`src/rtl/fft_r22sdf_frame_ctrl.sv`:
```
// ---------------------------------------------------------------------------
// fft_r22sdf_frame_ctrl
//
// Frame sequencer in front of the radix-2^2 SDF FFT core. On a start request
// it streams exactly N samples from a valid/ready source into the core with a
// gap-free clock enable. It then keeps the enable high with zero input until
// the core raises sync, captures the N output bins that follow, and reports
// done or error.
//
// Ports:
//   clk_i, rst_i          clock, asynchronous active-high reset
//   start_i               frame request (only honoured in IDLE)
//   busy_o                high outside IDLE
//   done_o                one-cycle pulse on clean frame completion
//   err_o                 sticky error, cleared when the next start is accepted
//   frame_cnt_o           completed-frame counter (wraps)
//   s_valid_i/s_ready_o   source handshake, s_re_i/s_im_i source sample
//   fft_ce_o              core clock enable (owned by this block)
//   fft_re_o/fft_im_o     core input sample
//   fft_sync_i/fft_ctr_i  core output sync and bin index
//   fft_re_i/fft_im_i     core output bin value
//   m_valid_o, m_ctr_o,
//   m_re_o/m_im_o         captured output bins (1-cycle capture latency)
//   state_o               current FSM state, for debug and checkers
//
// Handshake: a source sample transfers on any rising clock edge where
// s_valid_i and s_ready_o are both high. s_ready_o is combinational and is
// high exactly while the FSM is in LOAD. The source may not withdraw valid
// once the first sample of a frame has transferred: a gap before the Nth
// sample aborts the frame, because the core restarts its counters when its
// clock enable drops.
// ---------------------------------------------------------------------------
module fft_r22sdf_frame_ctrl #(
  parameter int N            = 1024,
  parameter int N_LOG2       = 10,
  parameter int INPUT_WIDTH  = 14,
  parameter int OUTPUT_WIDTH = 25,
  parameter int TIMEOUT      = 4096
) (
  input  logic                    clk_i,
  input  logic                    rst_i,
  input  logic                    start_i,
  output logic                    busy_o,
  output logic                    done_o,
  output logic                    err_o,
  output logic [15:0]             frame_cnt_o,
  input  logic                    s_valid_i,
  output logic                    s_ready_o,
  input  logic [INPUT_WIDTH-1:0]  s_re_i,
  input  logic [INPUT_WIDTH-1:0]  s_im_i,
  output logic                    fft_ce_o,
  output logic [INPUT_WIDTH-1:0]  fft_re_o,
  output logic [INPUT_WIDTH-1:0]  fft_im_o,
  input  logic                    fft_sync_i,
  input  logic [N_LOG2-1:0]       fft_ctr_i,
  input  logic [OUTPUT_WIDTH-1:0] fft_re_i,
  input  logic [OUTPUT_WIDTH-1:0] fft_im_i,
  output logic                    m_valid_o,
  output logic [N_LOG2-1:0]       m_ctr_o,
  output logic [OUTPUT_WIDTH-1:0] m_re_o,
  output logic [OUTPUT_WIDTH-1:0] m_im_o,
  output logic [2:0]              state_o
);

  typedef enum logic [2:0] {
    S_IDLE  = 3'd0,
    S_LOAD  = 3'd1,
    S_FLUSH = 3'd2,
    S_DRAIN = 3'd3,
    S_DONE  = 3'd4
  } state_t;

  localparam int                LAT_W    = (TIMEOUT > 1) ? $clog2(TIMEOUT) : 1;
  localparam logic [N_LOG2-1:0] CNT_LAST = N_LOG2'(N - 1);
  localparam logic [LAT_W-1:0]  LAT_LAST = LAT_W'(TIMEOUT - 1);

  state_t                  r_state;
  logic                    r_busy;
  logic                    r_done;
  logic                    r_err;
  logic [15:0]             r_frame_cnt;
  logic                    r_ce;
  logic [INPUT_WIDTH-1:0]  r_re;
  logic [INPUT_WIDTH-1:0]  r_im;
  logic                    r_m_valid;
  logic [N_LOG2-1:0]       r_m_ctr;
  logic [OUTPUT_WIDTH-1:0] r_m_re;
  logic [OUTPUT_WIDTH-1:0] r_m_im;
  logic [N_LOG2-1:0]       r_in_cnt;
  logic [N_LOG2-1:0]       r_out_cnt;
  logic [LAT_W-1:0]        r_lat_cnt;
  logic                    r_started;  // first sample of this frame accepted

  always_ff @(posedge clk_i or posedge rst_i) begin
    if (rst_i) begin
      r_state     <= S_IDLE;
      r_busy      <= 1'b0;
      r_done      <= 1'b0;
      r_err       <= 1'b0;
      r_frame_cnt <= '0;
      r_ce        <= 1'b0;
      r_re        <= '0;
      r_im        <= '0;
      r_m_valid   <= 1'b0;
      r_m_ctr     <= '0;
      r_m_re      <= '0;
      r_m_im      <= '0;
      r_in_cnt    <= '0;
      r_out_cnt   <= '0;
      r_lat_cnt   <= '0;
      r_started   <= 1'b0;
    end else begin
      // Pulses default low; only a capture or completion raises them.
      r_done    <= 1'b0;
      r_m_valid <= 1'b0;

      case (r_state)
        S_IDLE: begin
          r_ce <= 1'b0;
          if (start_i) begin
            r_err     <= 1'b0;
            r_busy    <= 1'b1;
            r_in_cnt  <= '0;
            r_started <= 1'b0;
            r_state   <= S_LOAD;
          end
        end

        S_LOAD: begin
          if (s_valid_i) begin
            r_ce      <= 1'b1;
            r_re      <= s_re_i;
            r_im      <= s_im_i;
            r_started <= 1'b1;
            r_in_cnt  <= r_in_cnt + 1'b1;
            if (r_in_cnt == CNT_LAST) begin
              r_lat_cnt <= '0;
              r_out_cnt <= '0;
              r_state   <= S_FLUSH;
            end
          end else begin
            // Before the first sample we simply wait; afterwards a gap is
            // an underrun and the frame is abandoned.
            r_ce <= 1'b0;
            if (r_started) begin
              r_err   <= 1'b1;
              r_busy  <= 1'b0;
              r_state <= S_IDLE;
            end
          end
        end

        S_FLUSH: begin
          r_re <= '0;
          r_im <= '0;
          if (fft_sync_i) begin
            r_m_valid <= 1'b1;
            r_m_ctr   <= fft_ctr_i;
            r_m_re    <= fft_re_i;
            r_m_im    <= fft_im_i;
            r_out_cnt <= r_out_cnt + 1'b1;
            r_state   <= S_DRAIN;
          end else if (r_lat_cnt == LAT_LAST) begin
            r_err   <= 1'b1;
            r_ce    <= 1'b0;
            r_busy  <= 1'b0;
            r_state <= S_IDLE;
          end else begin
            r_lat_cnt <= r_lat_cnt + 1'b1;
          end
        end

        S_DRAIN: begin
          r_re <= '0;
          r_im <= '0;
          if (fft_sync_i) begin
            r_m_valid <= 1'b1;
            r_m_ctr   <= fft_ctr_i;
            r_m_re    <= fft_re_i;
            r_m_im    <= fft_im_i;
            r_out_cnt <= r_out_cnt + 1'b1;
            if (r_out_cnt == CNT_LAST) begin
              r_ce        <= 1'b0;
              r_done      <= 1'b1;
              r_frame_cnt <= r_frame_cnt + 1'b1;
              r_state     <= S_DONE;
            end
          end else begin
            // Sync fell before all bins arrived.
            r_err   <= 1'b1;
            r_ce    <= 1'b0;
            r_busy  <= 1'b0;
            r_state <= S_IDLE;
          end
        end

        S_DONE: begin
          // One ce-low cycle here plus the IDLE cycle gives the core a gap
          // of at least two cycles before the next frame.
          r_ce    <= 1'b0;
          r_busy  <= 1'b0;
          r_state <= S_IDLE;
        end

        default: begin
          r_ce    <= 1'b0;
          r_busy  <= 1'b0;
          r_state <= S_IDLE;
        end
      endcase
    end
  end

  assign s_ready_o   = (r_state == S_LOAD);
  assign busy_o      = r_busy;
  assign done_o      = r_done;
  assign err_o       = r_err;
  assign frame_cnt_o = r_frame_cnt;
  assign fft_ce_o    = r_ce;
  assign fft_re_o    = r_re;
  assign fft_im_o    = r_im;
  assign m_valid_o   = r_m_valid;
  assign m_ctr_o     = r_m_ctr;
  assign m_re_o      = r_m_re;
  assign m_im_o      = r_m_im;
  assign state_o     = r_state;

endmodule
```
`config.mk`:
```
export PLATFORM = sky130hd
export DESIGN_NAME = fft_r22sdf_frame_ctrl
export DESIGN_NICKNAME = d
export VERILOG_FILES = /design/src/rtl/fft_r22sdf_frame_ctrl.sv
export SDC_FILE = /design/constraint.sdc
export NUM_CORES = 1
export LEC_CHECK = 0
export CAP_MARGIN = 10
export CELL_PAD_IN_SITES_DETAIL_PLACEMENT = 0
export CELL_PAD_IN_SITES_GLOBAL_PLACEMENT = 1
export CORE_MARGIN = 5
export CORE_UTILIZATION = 34
export DETAILED_ROUTE_END_ITERATION = 16
export GPL_ROUTABILITY_DRIVEN = 0
export PLACE_DENSITY = 0.82
export SKIP_CTS_REPAIR_TIMING = 1
export SYNTH_ARGS = -nofsm -noshare
export SYNTH_HDL_FRONTEND = slang
export SYNTH_SLANG_ARGS = --single-unit
export TNS_END_PERCENT = 1
```
`constraint.sdc`:
```
create_clock -name clk_i -period 5.2 [get_ports clk_i]
set_input_delay 0.78 -clock clk_i [delete_from_list [all_inputs] [get_ports clk_i]]
set_output_delay 0.78 -clock clk_i [all_outputs]
set_load 0.01 [all_outputs]
```
==> flow_metrics.env, run 1 <==
export IMPL_synth_commonest_cells="nand2_1, dfrtp_1, o21ai_0, nand3_1, clkbuf_1"
export IMPL_first_global_vias=5501
export IMPL_routedWlPerCell_um=14.9
export IMPL_path_clk_slew_ps=60
export IMPL_hold_class="reg2reg"
export IMPL_drt_iter0_drc=268
export IMPL_seqPwrFrac_pct=37.5
export IMPL_syn_inst=683
export IMPL_p_leak_nw=4.14
export IMPL_drt_wl_total_um=16700
export IMPL_max_stage_delay_ps=570
export IMPL_post_route_util_pct=50.7
export IMPL_ctsLongestPathBuffers=2
export IMPL_vdd_ir_drop_worst_uv=256
export IMPL_first_pass_iters=5
export IMPL_cp_cell_sequence="or3b_2 -> inv_1 -> clkdlybuf4s50_1"
export IMPL_io_pins=206
export IMPL_drt_drc_violations_left=0
export IMPL_vias=5304
export IMPL_cts_htree_levels=4
export IMPL_ant_nets=0
export IMPL_swShare_pct=33.1
export IMPL_start_util_pct=34.6
export IMPL_drive_above_1_share_pct=5.70
export IMPL_maxCapViolations=0
export IMPL_p_int_mw=3.29
export IMPL_portBuffers=205
export IMPL_synth_avg_cell_area_sq_um=9.11
export IMPL_whs_ps=470
export IMPL_setup_tns_ps=0
export IMPL_die_y_um=145
export IMPL_track_usage_pct=15.8
export IMPL_grt_overflow_total=0
export IMPL_async_flop_share_pct=100
export IMPL_crit_buf_inv=2
export IMPL_place_hpwl_um=11300
export IMPL_synthesis_nets=780
export IMPL_critPathMaxFanout=13
export IMPL_p_clk_share_pct=25.8
export IMPL_slowest_stage="dfrtp_1"
export IMPL_relSlewSlack_pct=34.8
export IMPL_yosysTopAreaCell="dfrtp_1"
export IMPL_place_inst=1093
export IMPL_fin_nets=980
export IMPL_ys_seq_area_share_pct=58.3
export IMPL_p_switching_mw=1.62
export IMPL_comb_power_share_pct=36.8
export IMPL_finalCriticalPeriod_ps=2970
export IMPL_die_x_um=145
export IMPL_required_ps=4420
export IMPL_yosysWarnings=0
export IMPL_synth_edff_count=0
export IMPL_drv_slew=0
export IMPL_worstPathArrival_ps=2190
export IMPL_yosys_most_used_dff="dfrtp_1"
export IMPL_grt_max_degree=106
export IMPL_rsz0062_at_grt="false"
export IMPL_tightestPinTransition_ps=979
export IMPL_vias_per_cell=4.72
export IMPL_synthToLayoutAreaGrowth_pct=46.5
export IMPL_core_sq_mm=0.0180
export IMPL_p_per_area_mw_per_mm2=539
export IMPL_fin_skew_ps=8.56
export IMPL_synth_area_leaders="dfrtp_1, nand2_1, o21ai_0, nand3_1, xnor2_1"
export IMPL_crit_family="buffers and inverters"
export IMPL_antenna_found_initial=0
export IMPL_synth_distinct_cells=46
export IMPL_syn_area_sq_mm=0.00622
export IMPL_synth_compound_area_share_pct=9.63
export IMPL_cts_tree="done"
export IMPL_clk_latency_ps=410
export IMPL_finalNonFillerCells=1124
export IMPL_clock_sinks=145
export IMPL_synth_xor_area_share_pct=2.39
export IMPL_yosys_area_share_adder_pct=0.805
export IMPL_finalCritPeriodShare_pct=57.2
export IMPL_yosys_area_share_simple_pct=25.9
export IMPL_pre_cts_slack_ps=2190
export IMPL_setup_violations=0
export IMPL_fmax_ghz=0.336
export IMPL_synth_seq_cells=145
export IMPL_rows=49
export IMPL_finalHoldViolCount=0
export IMPL_status="finished clean"
export IMPL_ctsRootBufferMaster="clkbuf_16"
export IMPL_synth_top_family_by_area="simple AND/OR/NAND/NOR gates"
export IMPL_antenna_cells=0
export IMPL_grt_pass1_wl_um=27700
export IMPL_cts_buffers=17
export IMPL_yosysMostFrequentCell="nand2_1"
export IMPL_crit_path_end_kind="primary output"
export IMPL_start_kind="flop"
export IMPL_dieArea_sq_mm=0.0211
export IMPL_path_class="reg2out"
export IMPL_synth_top_cell_area_share_pct=58.3
export IMPL_synthMuxAreaShare_pct=0.181
export IMPL_layout_setup_ws_ps=2230
## area by class of cell
class / instances / area (sq um)
clock inverters: 9 / 130
well taps: 229 / 287
repair buffers: 212 / 2100
inverters: 11 / 46.3
multi-input cells: 496 / 2430
clock buffers: 22 / 484
fillers: 1666 / 8850
flip-flops and latches: 145 / 3630
## sequential cells by signal, indices dropped and copies added (netlist names)
| signal | cells |
|---|---|
| done_o | 1 |
| m_ctr_o | 10 |
| r_lat_cnt | 12 |
| state_o | 3 |
| r_out_cnt | 10 |
| r_in_cnt | 10 |
| m_re_o | 25 |
| fft_re_o | 14 |
| busy_o | 1 |
| m_valid_o | 1 |
| m_im_o | 25 |
| fft_im_o | 14 |
| frame_cnt_o | 16 |
| err_o | 1 |
| fft_ce_o | 1 |
| r_started | 1 |
## per-stage QoR
stage / cell area [sq um] / power, mW
after global routing: 9110 / 5.25
after floorplan: 6220 / 2.65
final: 9110 / 4.91
after CTS: 9110 / 4.99
after detailed placement: 8500 / 3.68
after global placement: 8500 / 3.66
## worst reg2reg max path: stages (launching register included)
cell	delay, ps
dfrtp_1	530
and2b_1	430
nand2_2	80
buf_4	340
inv_2	160
nand2_1	90
nor3_2	460
mux2_2	390
## cells in the final DEF (no fill, tap or decap), drive strengths merged, types with 2 or more instances in the layout
cell type,instances
dfrtp,145
o41ai,5
nand4,11
or3,3
o21ai,55
nor2,17
a21o,8
clkdlybuf4s50,205
a21oi,5
nand2b,5
nor4,3
or2,5
o22ai,2
and2,5
o211ai,3
bufinv,3
or4,2
clkbuf,22
o31ai,5
nand2,272
ha,4
clkinv,5
nand3b,3
a211o,4
buf,7
nor3,8
xnor2,14
inv,11
a31oi,3
nand3,28
and4,3
and3,9
xor2,3
## power by group through the flow
stage                     sequential (mW)  combinational [mW]  clock (mW)
after floorplan                      1.97               0.680           0
after global placement               1.83                1.83           0
after detailed placement             1.85                1.84           0
after CTS                            1.84                1.84        1.30
after global routing                 1.90                2.00        1.35
final                                1.84                1.80        1.26
## per-layer routing
layer | global-route usage, % | part of all wire [%]
met2 | 25.0 | 47
met5 | 0 | 0
met4 | 3.78 | 1.1
met3 | 7.67 | 9.1
met1 | 19.5 | 43
## cells by family after synthesis
logic type | count (synthesis)
AOI/OAI and AO/OA | 97
xor gates and xnor gates | 17
adders and majority gates | 4
buffers and inverters | 42
DFF | 145
muxes | 1
and+or+nand+nor | 377
## path summary, 6_finish.rpt
check	startpoint	endpoint	slack [ps]	cells after the start
min reg2reg	m_im_o[21]	m_im_o[21]	470	2
min	m_im_o[21]	m_im_o[21]	470	2
max reg2reg	state_o[2]	frame_cnt_o[1]	2610	7
max in group asynchronous	rst_i	state_o[2]	3320	3
min in group asynchronous	rst_i	fft_im_o[5]	980	2
max	state_o[0]	s_ready_o	2230	3
No activity file was read; power rests on OpenSTA's default activity.
==> run 2, diff against run 1 <==
- clock period: 5.2 -> 2.75 ns (I/O delays scaled with it)
==> run 2 against run 1 <==
Clock skew is 1.8 ps lower; critical endpoint unchanged; first-iteration DRC count down 30%; sequential share of layout area barely moved.
==> flow_metrics.env, run 2 (synthesis gave the netlist of run 1 again) <==
export IMPL_status="finished clean"
export IMPL_p_per_area_mw_per_mm2=1000
export IMPL_start_kind="flop"
export IMPL_drive_above_1_share_pct=6.01
export IMPL_hold_class="in2async"
export IMPL_finalHoldViolCount=0
export IMPL_finalCritPeriodShare_pct=92.8
export IMPL_ctsRootBufferMaster="clkbuf_16"
export IMPL_track_usage_pct=15.8
export IMPL_maxCapViolations=0
export IMPL_drt_wl_total_um=16500
export IMPL_slowest_stage="or3b_2"
export IMPL_tightestPinTransition_ps=701
export IMPL_p_clk_share_pct=24.4
export IMPL_ant_nets=0
export IMPL_relSlewSlack_pct=53.2
export IMPL_fillers=1683
export IMPL_swShare_pct=34.0
export IMPL_vdd_ir_drop_worst_uv=516
export IMPL_portBuffers=205
export IMPL_critPathMaxFanout=13
export IMPL_clock_sinks=145
export IMPL_antenna_cells=0
export IMPL_drt_drc_violations_left=0
export IMPL_fin_skew_ps=6.79
export IMPL_power_mw=9.12
export IMPL_finalNonFillerCells=1128
export IMPL_p_switching_mw=3.10
export IMPL_final_cell_mix="nand2_1, clkdlybuf4s50_1, dfrtp_1, o21ai_0, nand3_1"
export IMPL_fmax_ghz=0.392
export IMPL_crit_path_end_kind="primary output"
export IMPL_rsz0062_at_grt="false"
export IMPL_seqPwrFrac_pct=37.8
export IMPL_max_stage_delay_ps=540
export IMPL_die_x_um=145
export IMPL_clk_latency_ps=420
export IMPL_drt_iter0_drc=187
export IMPL_fin_nets=983
export IMPL_first_pass_iters=4
export IMPL_dieArea_sq_mm=0.0211
export IMPL_drv_slew=0
export IMPL_grt_pass1_wl_um=27700
export IMPL_place_inst=1096
export IMPL_ctsLongestPathBuffers=2
export IMPL_cp_cell_sequence="or3b_2 -> inv_1 -> clkdlybuf4s50_1"
export IMPL_die_y_um=145
export IMPL_p_int_mw=6.02
export IMPL_rows=49
export IMPL_start_util_pct=34.6
export IMPL_grt_max_degree=81
export IMPL_path_clk_slew_ps=60
export IMPL_comb_power_share_pct=37.8
export IMPL_cts_htree_levels=4
export IMPL_setup_tns_ps=0
export IMPL_cts_tree="done"
export IMPL_whs_ps=455
export IMPL_finalCriticalPeriod_ps=2550
export IMPL_first_global_vias=5483
export IMPL_place_hpwl_um=11400
export IMPL_path_class="reg2out"
export IMPL_setup_violations=0
export IMPL_vias_per_cell=4.73
export IMPL_io_pins=206
export IMPL_layout_cells_most_common="nand2_1"
export IMPL_vias=5338
export IMPL_p_leak_nw=4.13
export IMPL_routedWlPerCell_um=14.6
export IMPL_cts_buffers=17
export IMPL_synthToLayoutAreaGrowth_pct=46.5
export IMPL_grt_overflow_total=0
export IMPL_core_sq_mm=0.0180
export IMPL_antenna_found_initial=0
export IMPL_worstPathArrival_ps=2140
export IMPL_required_ps=2340
## run 2: changes by cell type in the layout (fill, tap and decap cells not counted)
| cell | change |
|---|---|
| clkinvlp_4 | +3 |
| buf_12 | +2 |
| bufinv_16 | -2 |
| clkbuf_8 | -2 |
| buf_4 | +1 |
| clkbuf_1 | +1 |
| clkinv_2 | -1 |
| clkinv_4 | +1 |
| inv_6 | +1 |
## run 2: area by class of cell
| type | instances | area, sq um | share of cell area [%] |
|---|---|---|---|
| Tap cell | 229 | 287 | 3.14 |
| Clock buffer | 21 | 460 | 5.05 |
| Multi-Input combinational cell | 496 | 2430 | 26.7 |
| Clock inverter | 11 | 106 | 1.17 |
| Inverter | 11 | 45.0 | 0.494 |
| Timing Repair Buffer | 215 | 2150 | 23.6 |
| Sequential cell | 145 | 3630 | 39.8 |
## run 2: power groups by stage
stage	clock network, mW	logic (mW)	registers (mW)
5_1_grt	2.40	3.82	3.56
2_1_floorplan	0	1.29	3.73
6_report	2.23	3.45	3.45
3_3_place_gp	0	3.50	3.44
4_1_cts	2.29	3.53	3.45
3_5_place_dp	0	3.51	3.47
## run 2: critical path: cells and delay by family, from the launching register on
family	cells	cell delay [ps]
flip-flops	1	520
buffers and inverters	2	660
AND/OR/NAND/NOR	1	540
## run 2: final timing paths
| check | startpoint | endpoint | slack, ps | cells after the start |
|---|---|---|---|---|
| worst max-delay path | state_o[2] | s_ready_o | 200 | 3 |
| worst min-delay path | rst_i | m_re_o[12] | 450 | 3 |
| worst max register to register | state_o[2] | frame_cnt_o[1] | 530 | 6 |
| worst min register to register | m_im_o[8] | m_im_o[8] | 470 | 2 |
| max in group asynchronous | rst_i | r_in_cnt[3] | 1900 | 3 |
| min in group clk_i | m_im_o[8] | m_im_o[8] | 470 | 2 |
## run 2: per-layer routing
metal / part of all wire (%) / global-route usage [%] / vias up
met2: 46 / 24.8 / 142
met1: 42 / 19.2 / 2500
met3: 10 / 8.54 / 12
li1: - / - / 2684
met4: 1.1 / 4.06 / 0
met5: 0 / 0 / -
## run 2: per-stage QoR
step	setup slack, ps	cell area (sq um)	utilization [%]
floorplan	518	6220	-
global placement	344	8540	47.6
detailed placement	314	8540	47.6
CTS	162	9110	50.7
global route	76.8	9110	50.7
finish	197	9110	50.7
==> run 3, diff against run 2 <==
- CORE_UTILIZATION: 34 -> 35
- CTS_BUF_LIST: default -> sky130_fd_sc_hd__clkbuf_4
- PLACE_DENSITY: 0.82 -> 0.85
==> run 3 against run 2 <==
Flip-flop and latch count unchanged; sequential power about the same; setup slack worse by 12 ps; cell count unchanged; clock-buffer cell count down 3; sequential share of layout area up 1.3 points; register-to-register slack about the same; via count about the same; largest power group is now combinational cells.
==> flow_metrics.env, run 3 (synthesis gave the netlist of run 1 again) <==
export IMPL_drt_wl_total_um=16600
export IMPL_cts_buffers=17
export IMPL_vias=5339
export IMPL_worstPathArrival_ps=2150
export IMPL_routedWlPerCell_um=14.7
export IMPL_grt_max_degree=88
export IMPL_first_global_vias=5233
export IMPL_core_sq_mm=0.0174
export IMPL_ctsLongestPathBuffers=2
export IMPL_p_per_area_mw_per_mm2=924
export IMPL_io_pins=206
export IMPL_crit_reg2reg_capture="frame_cnt_o[1]"
export IMPL_drt_iter0_drc=200
export IMPL_pre_cts_slack_ps=326
export IMPL_required_ps=2340
export IMPL_critPathMaxFanout=5
export IMPL_finalCriticalPeriod_ps=2560
export IMPL_ctsRootBufferMaster="clkbuf_4"
export IMPL_cts_htree_levels=4
export IMPL_clk_latency_ps=530
export IMPL_vias_per_cell=4.73
export IMPL_cp_cell_sequence="or3b_2 -> inv_1 -> clkdlybuf4s50_1"
export IMPL_p_leak_nw=4.00
export IMPL_crit_buf_inv=2
export IMPL_final_cell_mix="nand2_1, clkdlybuf4s50_1, dfrtp_1, o21ai_0, nand3_1"
export IMPL_cts_tree="done"
export IMPL_status="finished clean"
export IMPL_layout_cells_most_common="nand2_1"
export IMPL_fin_nets=986
export IMPL_drt_drc_violations_left=0
export IMPL_drive_above_1_share_pct=6.87
export IMPL_die_x_um=143
export IMPL_setup_tns_ps=0
export IMPL_path_class="reg2out"
export IMPL_rows=48
export IMPL_fin_skew_ps=21.9
export IMPL_vdd_ir_drop_worst_uv=531
export IMPL_grt_pass1_wl_um=27100
export IMPL_crit_path_end_kind="primary output"
export IMPL_whs_ps=329
export IMPL_fmax_ghz=0.390
export IMPL_ff2ff_path_depth=5
export IMPL_crit_family="buffers and inverters"
export IMPL_finalNonFillerCells=1128
export IMPL_track_usage_pct=16.5
export IMPL_setup_violations=0
export IMPL_die_y_um=143
export IMPL_drv_slew=0
export IMPL_finalCritPeriodShare_pct=93.3
export IMPL_relSlewSlack_pct=53.4
export IMPL_dpl_cell_area_sq_mm=0.00855
export IMPL_start_util_pct=35.8
export IMPL_worst_r2r_startpoint="r_out_cnt[0]"
export IMPL_tightestPinTransition_ps=699
export IMPL_finalHoldViolCount=0
export IMPL_fillers=1612
export IMPL_antenna_found_initial=1
export IMPL_multi_input_area_sq_mm=0.00243
export IMPL_hold_class="in2async"
export IMPL_layout_setup_ws_ps=185
export IMPL_max_stage_delay_ps=540
export IMPL_synthToLayoutAreaGrowth_pct=42.0
export IMPL_dieArea_sq_mm=0.0205
export IMPL_ff2ff_setup_slack_ps=540
export IMPL_place_inst=1092
export IMPL_grt_overflow_total=0
export IMPL_maxCapViolations=0
export IMPL_start_kind="flop"
export IMPL_path_clk_slew_ps=130
export IMPL_portBuffers=205
export IMPL_post_route_util_pct=50.9
export IMPL_first_pass_iters=4
export IMPL_power_mw=8.17
export IMPL_regArea_sq_mm=0.00363
export IMPL_stdcell_area_sq_mm=0.00883
export IMPL_clock_sinks=145
export IMPL_place_hpwl_um=11500
export IMPL_cp_depth=3
export IMPL_slowest_stage="clkdlybuf4s50_1"
export IMPL_ant_nets=0
export IMPL_rsz0062_at_grt="false"
==> run 3: worst max path at each step <==
stage | from | end | slack (ps)
6_report | state_o[1] | s_ready_o | 190
5_1_grt | state_o[1] | s_ready_o | 50
4_1_cts | state_o[2] | s_ready_o | -3
3_5_place_dp | fft_sync_i | r_lat_cnt[9] | 330
3_3_place_gp | fft_sync_i | r_lat_cnt[6] | 340
2_1_floorplan | rst_i | busy_o | 520
==> run 3: layout make-up <==
| cell class | count | area share [%] |
|---|---|---|
| Multi-Input combinational cell | 496 | 27.5 |
| Clock inverter | 14 | 1.35 |
| Inverter | 11 | 0.510 |
| Sequential cell | 145 | 41.1 |
| Tap cell | 225 | 3.19 |
| Clock buffer | 18 | 1.53 |
| Timing Repair Buffer | 218 | 24.8 |
| Antenna cell | 1 | 0.0283 |
==> run 3: tightest hold or removal path: stages <==
cell and delay [ps]:
clkdlybuf4s50_1 440, clkinvlp_4 120, buf_12 280
==> run 3: per-layer routing <==
metal | share of wire (%) | vias to the layer above | track usage, %
met5 | 0 | - | 0
met4 | 0.97 | 0 | 4.31
met3 | 9.3 | 12 | 8.12
met2 | 48 | 154 | 26.3
met1 | 42 | 2496 | 20.2
li1 | - | 2677 | -
==> run 3: report_power, final <==
part	internal, mW	switching (mW)
Clock	0.452	0.798
Combinational	1.82	1.67
Sequential	2.92	0.510
Total	5.19	2.98
